--- config.mk ---
export PLATFORM = sky130hd
export DESIGN_NAME = pipe_hazard_ctrl
export DESIGN_NICKNAME = d
export VERILOG_FILES = /design/src/rtl/cpu_pkg.sv /design/src/rtl/sat_counter.sv /design/src/rtl/pipe_hazard_ctrl.sv
export SDC_FILE = /design/constraint.sdc
export NUM_CORES = 1
export LEC_CHECK = 0
export ABC_AREA = 1
export CORE_MARGIN = 2
export CORE_UTILIZATION = 56
export DETAILED_ROUTE_END_ITERATION = 10
export HOLD_SLACK_MARGIN = 0.08
export PLACE_DENSITY_LB_ADDON = 0.08
export SYNTH_ARGS = -nofsm -noshare
export SYNTH_HDL_FRONTEND = slang
export SYNTH_SLANG_ARGS = --single-unit
--- constraint.sdc ---
create_clock -name clk -period 4.9 [get_ports clk]
set_clock_uncertainty 0.15 [all_clocks]
set_input_delay 0.49 -clock clk [delete_from_list [all_inputs] [get_ports clk]]
set_output_delay 0.49 -clock clk [all_outputs]
set_load 0.02 [all_outputs]
--- src/rtl/cpu_pkg.sv ---
// Shared types and constants for the pipeline hazard sequencer.
// Imported by the sequencer top and its counter sub-module.
package cpu_pkg;

    typedef enum logic {
        IDLE     = 1'b0,
        MUL_BUSY = 1'b1
    } hz_state_t;

    localparam logic [4:0] XZR       = 5'd31;
    localparam int         MUL_CNT_W = 4;

endpackage

--- src/rtl/sat_counter.sv ---
// Saturating up-counter: clears on synchronous reset, counts when inc is
// high and holds at all-ones instead of wrapping.
module sat_counter #(
    parameter int W = 32
) (
    input  logic         clk,
    input  logic         reset,
    input  logic         inc,
    output logic [W-1:0] count
);

    logic [W-1:0] r_count;

    always_ff @(posedge clk) begin
        if (reset) begin
            r_count <= '0;
        end else if (inc && (r_count != {W{1'b1}})) begin
            r_count <= r_count + W'(1);
        end
    end

    assign count = r_count;

endmodule

--- src/rtl/pipe_hazard_ctrl.sv ---
// Pipeline sequencer: turns ID register usage and EX control bits into
// PC / IF/ID / ID/EX / EX/MEM enables, bubbles and flushes.
module pipe_hazard_ctrl
    import cpu_pkg::*;
#(
    parameter int MUL_LAT = 4,
    parameter int CNT_W   = 32
) (
    input  logic             clk,
    input  logic             reset,
    input  logic             id_valid,
    input  logic [4:0]       id_rn,
    input  logic [4:0]       id_rm,
    input  logic             id_rn_used,
    input  logic             id_rm_used,
    input  logic             id_uses_flags,
    input  logic             id_is_mul,
    input  logic             br_taken_id,
    input  logic             ex_valid,
    input  logic [4:0]       ex_rd,
    input  logic             ex_regwrite,
    input  logic             ex_memread,
    input  logic             ex_setflags,
    output logic             pc_we,
    output logic             ifid_we,
    output logic             ifid_flush,
    output logic             idex_we,
    output logic             idex_bubble,
    output logic             exmem_bubble,
    output logic             mul_busy,
    output logic [CNT_W-1:0] stall_cnt,
    output logic [CNT_W-1:0] flush_cnt
);

    localparam bit                   MUL_MULTI  = (MUL_LAT > 1);
    localparam int                   MUL_INIT_I = MUL_MULTI ? (MUL_LAT - 2) : 0;
    localparam logic [MUL_CNT_W-1:0] MUL_INIT   = MUL_INIT_I[MUL_CNT_W-1:0];

    hz_state_t            r_state;
    hz_state_t            w_next_state;
    logic [MUL_CNT_W-1:0] r_mcnt;
    logic [MUL_CNT_W-1:0] w_mcnt_next;

    logic w_load_use;
    logic w_flag_haz;
    logic w_stall;
    logic w_stall_inc;
    logic w_flush_inc;

    // XZR as a destination never carries a value, so it cannot create a hazard.
    assign w_load_use = ex_valid && ex_memread && ex_regwrite && (ex_rd != XZR) &&
                        ((id_rn_used && (id_rn == ex_rd)) ||
                         (id_rm_used && (id_rm == ex_rd)));
    assign w_flag_haz = id_valid && id_uses_flags && ex_valid && ex_setflags;
    assign w_stall    = w_load_use || w_flag_haz;

    always_ff @(posedge clk) begin
        if (reset) begin
            r_state <= IDLE;
            r_mcnt  <= '0;
        end else begin
            r_state <= w_next_state;
            r_mcnt  <= w_mcnt_next;
        end
    end

    always_comb begin
        w_next_state = r_state;
        w_mcnt_next  = r_mcnt;
        pc_we        = 1'b1;
        ifid_we      = 1'b1;
        ifid_flush   = 1'b0;
        idex_we      = 1'b1;
        idex_bubble  = 1'b0;
        exmem_bubble = 1'b0;
        mul_busy     = 1'b0;

        if (reset) begin
            pc_we        = 1'b0;
            ifid_we      = 1'b0;
            ifid_flush   = 1'b1;
            idex_bubble  = 1'b1;
            exmem_bubble = 1'b1;
        end else begin
            case (r_state)
                IDLE: begin
                    if (w_stall) begin
                        // Branch in ID is held and re-resolves after the stall.
                        pc_we       = 1'b0;
                        ifid_we     = 1'b0;
                        idex_bubble = 1'b1;
                    end else begin
                        ifid_flush = id_valid && br_taken_id;
                        if (id_valid && id_is_mul && MUL_MULTI) begin
                            w_next_state = MUL_BUSY;
                            w_mcnt_next  = MUL_INIT;
                        end
                    end
                end
                MUL_BUSY: begin
                    // MUL stays in ID/EX; the final EX cycle happens back in IDLE.
                    pc_we        = 1'b0;
                    ifid_we      = 1'b0;
                    idex_we      = 1'b0;
                    exmem_bubble = 1'b1;
                    mul_busy     = 1'b1;
                    if (r_mcnt != '0) begin
                        w_mcnt_next = r_mcnt - MUL_CNT_W'(1);
                    end else begin
                        w_next_state = IDLE;
                    end
                end
                default: begin
                    w_next_state = IDLE;
                    w_mcnt_next  = '0;
                end
            endcase
        end
    end

    assign w_stall_inc = !reset && !pc_we;
    assign w_flush_inc = !reset && ifid_flush;

    sat_counter #(.W(CNT_W)) u_stall_cnt (
        .clk   (clk),
        .reset (reset),
        .inc   (w_stall_inc),
        .count (stall_cnt)
    );

    sat_counter #(.W(CNT_W)) u_flush_cnt (
        .clk   (clk),
        .reset (reset),
        .inc   (w_flush_inc),
        .count (flush_cnt)
    );

endmodule

==> results of run 1 <==
## area by class of cell
cell class              count  area (um2)
repair buffers            103        1010
well taps                 105         131
flip-flops and latches     69        1380
inverters                  71         267
clock buffers              10         128
clock inverters             6        62.6
fillers                   710        2290
multi-input cells         609        2900
## per-stage QoR
step / hold WS (ns) / worst slack [ns] / instance area [um2]
2_1_floorplan: 0.279 / 2.51 / 4700
5_1_grt: 0.331 / 1.37 / 5880
6_report: 0.314 / 1.57 / 5880
4_1_cts: 0.315 / 1.59 / 5880
3_3_place_gp: 0.302 / 1.67 / 5690
3_5_place_dp: 0.303 / 1.59 / 5690
## how the worst min path moves through the flow
stage                    from   endpoint  slack [ns]
global placement    r_mcnt[0]  r_mcnt[0]        0.30
CTS                 r_mcnt[0]  r_mcnt[0]        0.32
global route        r_mcnt[0]  r_mcnt[0]        0.33
detailed placement  r_mcnt[0]  r_mcnt[0]        0.30
floorplan           r_mcnt[0]  r_mcnt[0]        0.28
finish              r_mcnt[0]  r_mcnt[0]        0.31
## power by group
group	switching [mW]	leakage, nW	total (mW)	internal (mW)
logic	0.0735	1.56	0.122	0.0486
clock network	0.238	0.100	0.474	0.236
registers	0.00570	0.557	0.571	0.565
total	0.318	2.22	1.17	0.850
## sequential cells by signal, indices dropped and copies added (netlist names)
register	cells
r_state	1
u_flush_cnt.count	32
u_stall_cnt.count	32
r_mcnt	4
## routing by layer
layer	vias to the layer above	GRT usage, %	routed length (um)
met1	2530	46.3	6670
li1	2712	-	-
met4	0	9.29	152
met5	-	0	0
met3	16	5.61	1330
met2	253	49.1	6280
## cell usage after synthesis
library cell / instances / area share (%)
nand4_2: 1 / 0.27
nand2_1: 230 / 18
inv_2: 4 / 0.32
o21ai_1: 1 / 0.11
xnor2_1: 10 / 1.9
nand2_2: 2 / 0.27
xor2_1: 26 / 4.8
nand3_2: 2 / 0.43
o21ai_0: 22 / 2.3
buf_2: 6 / 0.64
nor2_4: 1 / 0.24
ha_1: 3 / 0.80
nand4_1: 48 / 6.4
nand3_1: 55 / 5.9
buf_6: 3 / 0.72
clkbuf_1: 17 / 1.4
nor3_1: 24 / 2.6
a31oi_1: 2 / 0.27
nor3_2: 1 / 0.21
buf_1: 1 / 0.080
nor2_1: 111 / 8.9
dfxtp_1: 69 / 29
nor3b_1: 2 / 0.32
nand3b_1: 8 / 1.3
clkinv_1: 2 / 0.16
clkbuf_2: 2 / 0.21
inv_1: 65 / 5.2
a21oi_1: 56 / 6.0
nor4_1: 1 / 0.13
buf_4: 1 / 0.16
o21bai_1: 1 / 0.16
nor2_2: 2 / 0.27
## critical path: cells and delay by family
family	cells	cell delay (ns)
AO/OA/AOI/OAI	1	0.13
AND/OR/NAND/NOR	7	0.58
buffers and inverters	4	1.48
## cell families after synthesis
| kind of cell | Yosys count | synth area share (%) |
|---|---|---|
| buffers and inverters | 101 | 8.84 |
| AO/OA/AOI/OAI | 82 | 8.84 |
| AND/OR/NAND/NOR | 488 | 45.4 |
| flip-flops | 69 | 29.4 |
| XOR/XNOR | 36 | 6.71 |
| adder cells (fa/ha/maj) | 3 | 0.799 |
==> results.toml, run 1 <==
[run_status]
status = "completed"

[cts]
cts_buffers = 9
cts_max_level = 3
cts_tree = "done"
clk-insertion-delay-late_ns = 0.35
cts.sinks = 69
cts_setup_buffers = 0
root_buffer = "clkbuf_8"
cts_hold_buf = 0
path_clk_slew_ns = 0.07
cts_resized = 0
clk_path_buf_depth = 2

[power]
power_mw = 1.17
leakage_nw = 2.22
ir_drop_v = 0.000156
p_per_area_nw_per_um2 = 198

[timing]
fmax_mhz = 300
relSlewSlack_pct = 52.6
period_minus_slack_ns = 3.33
setup_tns_ns = 0
rsz0062_at_grt = "false"
finalHoldViolCount = 0
tightest_slew_ns = 0.710
setup_violations = 0
min_period_over_period_pct = 67.9
slew_violations = 0

[setup_path]
reg2regPathDepth = 11
path_class = "in -> out"
r2r-start = "u_flush_cnt.count[1]"
critPathCapture = "ifid_flush"
rr_endpoint = "u_flush_cnt.count[1]"
critPathMostFrequentCell = "nand2_1"
crit_arrival_ns = 2.69
cp-end-kind = "output port"
crit_path_max_fanout = 32
crit_start = "ex_rd[1]"
cp_slowest_cell = "clkdlybuf4s50_1"
worstSetupStartpointType = "input pin"
worstPathRequired_ns = 4.26
r2r_setup_slack_ns = 2.00
critPathMaxStageDelay_ns = 0.55
cp_cell_sequence = "clkdlybuf4s50_1, inv_2, nand2_1, nand2_1, nor2_1, nand3_1, nand2_1, nand2_1, nand3_1, buf_4, o21ai_0, clkdlybuf4s50_1"

[drt]
wire_per_inst_um = 14.8
drt.antenna.violating_nets = 0
vias = 5511
firstDrtPassIters = 7
drtIter0Drc = 485
routed_wirelength_um = 14400
post_drt_via_cell_ratio = 5.66
drc = 0

[finish]
synthToLayoutAreaGrowth_pct = 25.2
final_common_cell = "nand2_1"
mostFrequentLayoutCells = "nand2_1, nor2_1, clkdlybuf4s50_1, dfxtp_1, inv_1"
final_cells = 973
drive_gt1_share_pct = 4.03
antenna_cells = 0
final_core_util_pct = 72.0
fin_nets = 893

[global_routing]
grt_pass1_wl_um = 23500
grt_max_degree = 49
grt-ovfl-total = 0
grt_pass1_vias = 4904
grt_usage_pct = 32.1
antenna_found_initial = 0

[floorplan]
row_count = 33
ios = 98
die_w_um = 95.6
die_h_um = 95.6
die-area_um2 = 9140
start_util_pct = 57.5
fp.coreArea_um2 = 8180

[yosys]
synth-warning-count = 0
syn_avg_cell_area_um2 = 6.03
netlist_area_um2 = 4700
syn_nets = 809
syn-instance-count = 779
ys_types = 32
yosysSeqAreaShare_pct = 29.4
ys_seq_elements = 69

[min_path]
hp-class = "reg -> reg"
whs_path_depth = 1

[run]
maxCapViolCount = 0

[placement]
dp_cells = 957
place_congestion = 1.03
place_hpwl_um = 10400
io_buffers = 97
No activity file was read; power rests on OpenSTA's default activity.
==> inputs of run 2 (changes only) <==
--- a/config.mk
+++ b/config.mk
@@ -7,7 +7,7 @@
 export LEC_CHECK = 0
 export ABC_AREA = 1
 export CORE_MARGIN = 2
-export CORE_UTILIZATION = 56
+export CORE_UTILIZATION = 47
 export DETAILED_ROUTE_END_ITERATION = 10
 export HOLD_SLACK_MARGIN = 0.08
 export PLACE_DENSITY_LB_ADDON = 0.08
==> constraint.sdc (replaced) <==
create_clock -name clk -period 2.8 [get_ports clk]
set_clock_uncertainty 0.15 [all_clocks]
set_input_delay 0.28 -clock clk [delete_from_list [all_inputs] [get_ports clk]]
set_output_delay 0.28 -clock clk [all_outputs]
set_load 0.02 [all_outputs]
==> results.toml, run 2 (synthesis results as in run 1) <==
[floorplan]
start_util_pct = 48.3
fp.coreArea_um2 = 9730
die_h_um = 104
die-area_um2 = 10800
row_count = 36
ios = 98
die_w_um = 104

[cts]
cts_resized = 0
root_buffer = "clkbuf_8"
cts.sinks = 69
clk-insertion-delay-late_ns = 0.35
cts_hold_buf = 0
path_clk_slew_ns = 0.07
cts_buffers = 9
cts_tree = "done"
cts_max_level = 3
clk_path_buf_depth = 2
cts_setup_buffers = 0

[setup_path]
r2r-start = "u_flush_cnt.count[0]"
crit_path_max_fanout = 5
crit_arrival_ns = 2.21
cp-end-kind = "output port"
crit_start = "ex_rd[1]"
worstSetupStartpointType = "input pin"
path_class = "in -> out"
worstPathRequired_ns = 2.37

[run]
maxCapViolCount = 0

[drt]
wire_per_inst_um = 14.4
post_drt_via_cell_ratio = 5.40
vias = 5425
routed_wirelength_um = 14400
routed-wl-met3_um = 1160
drtIter0Drc = 452
met1Wirelength_um = 7100
highest_layer = "met4"
drt.antenna.violating_nets = 0
route.met2.wl_um = 6100
firstDrtPassIters = 5
drc = 0

[power]
clkPwrFrac_pct = 36.8
p_per_area_nw_per_um2 = 325
pwr-share-comb_pct = 11.3
power_mw = 1.92
power.switching_uw = 505
p_seq_share_pct = 51.9
p_sw_share_pct = 26.3
leakage_nw = 2.22
ir_drop_v = 0.000213
intPower_mw = 1.42

[finish]
synthToLayoutAreaGrowth_pct = 25.9
final_common_cell = "nand2_1"
fin_nets = 897
final_core_util_pct = 60.8
antenna_cells = 0
drive_gt1_share_pct = 4.13
mostFrequentLayoutCells = "nand2_1, nor2_1, clkdlybuf4s50_1, dfxtp_1, inv_1"

[timing]
fmax_mhz = 379
setup_tns_ns = 0
finalHoldViolCount = 0
rsz0062_at_grt = "false"
min_period_over_period_pct = 94.1
setup_violations = 0
relSlewSlack_pct = 56.6
slew_violations = 0
tightest_slew_ns = 0.647
period_minus_slack_ns = 2.64

[global_routing]
grt_pass1_wl_um = 24400
grt_max_degree = 49
antenna_found_initial = 0
grt_usage_pct = 27.0
grt-ovfl-total = 0
grt_pass1_vias = 5014

[run_status]
status = "completed"

[min_path]
min-delay-start = "reset"
hp-class = "in -> reg"

[placement]
place_congestion = 0.983
place_hpwl_um = 10600
io_buffers = 97
## run 2: metrics by stage
stage          instance area, um2  cells  hold slack [ns]  worst slack, ns
2_1_floorplan                4700    779            0.279            0.751
3_3_place_gp                 5760    989            0.303            0.239
3_5_place_dp                 5760    989            0.314            0.184
4_1_cts                      5920   1004            0.193            0.188
5_1_grt                      5920   1004            0.238          0.00530
6_report                     5920   1004            0.213            0.164
## run 2: critical path, stage by stage
cell and delay, ns:
clkdlybuf4s50_1 0.54, nand2_1 0.07, nor3_1 0.17, a21oi_1 0.09, nand2_1 0.15, nand3_1 0.11, o21ai_0 0.16, clkdlybuf4s50_1 0.62
## run 2: cell type report
cell class                 instances  area (um2)
fill                             975        3810
clock inverter                     2        10.0
inverter                          71         267
tap                              133         166
sequential                        69        1380
clock buffer                      13         149
multi-input combinational        609        2900
timing repair buffer             107        1040
## run 2: path summary, 6_finish.rpt
kind	endpoint	slack (ns)	cells past startpoint
max	ifid_flush	0.16	8
min reg2reg	r_mcnt[0]	0.33	1
min	u_flush_cnt.count[28]	0.21	2
max reg2reg	u_flush_cnt.count[1]	0.44	11
## run 2: per-layer routing
metal,GRT usage [%],vias up
met4,5.79,0
met3,5.95,9
met5,0,-
met1,40.5,2485
li1,-,2714
met2,39.5,217
## run 2: power by group through the flow
stage                     Clock, mW  Sequential (mW)  Combinational (mW)
after global routing          0.770            0.999               0.240
after global placement            0             1.02               0.210
after CTS                     0.726            0.998               0.217
after floorplan                   0             1.02               0.127
after detailed placement          0             1.02               0.216
final                         0.707            0.998               0.217
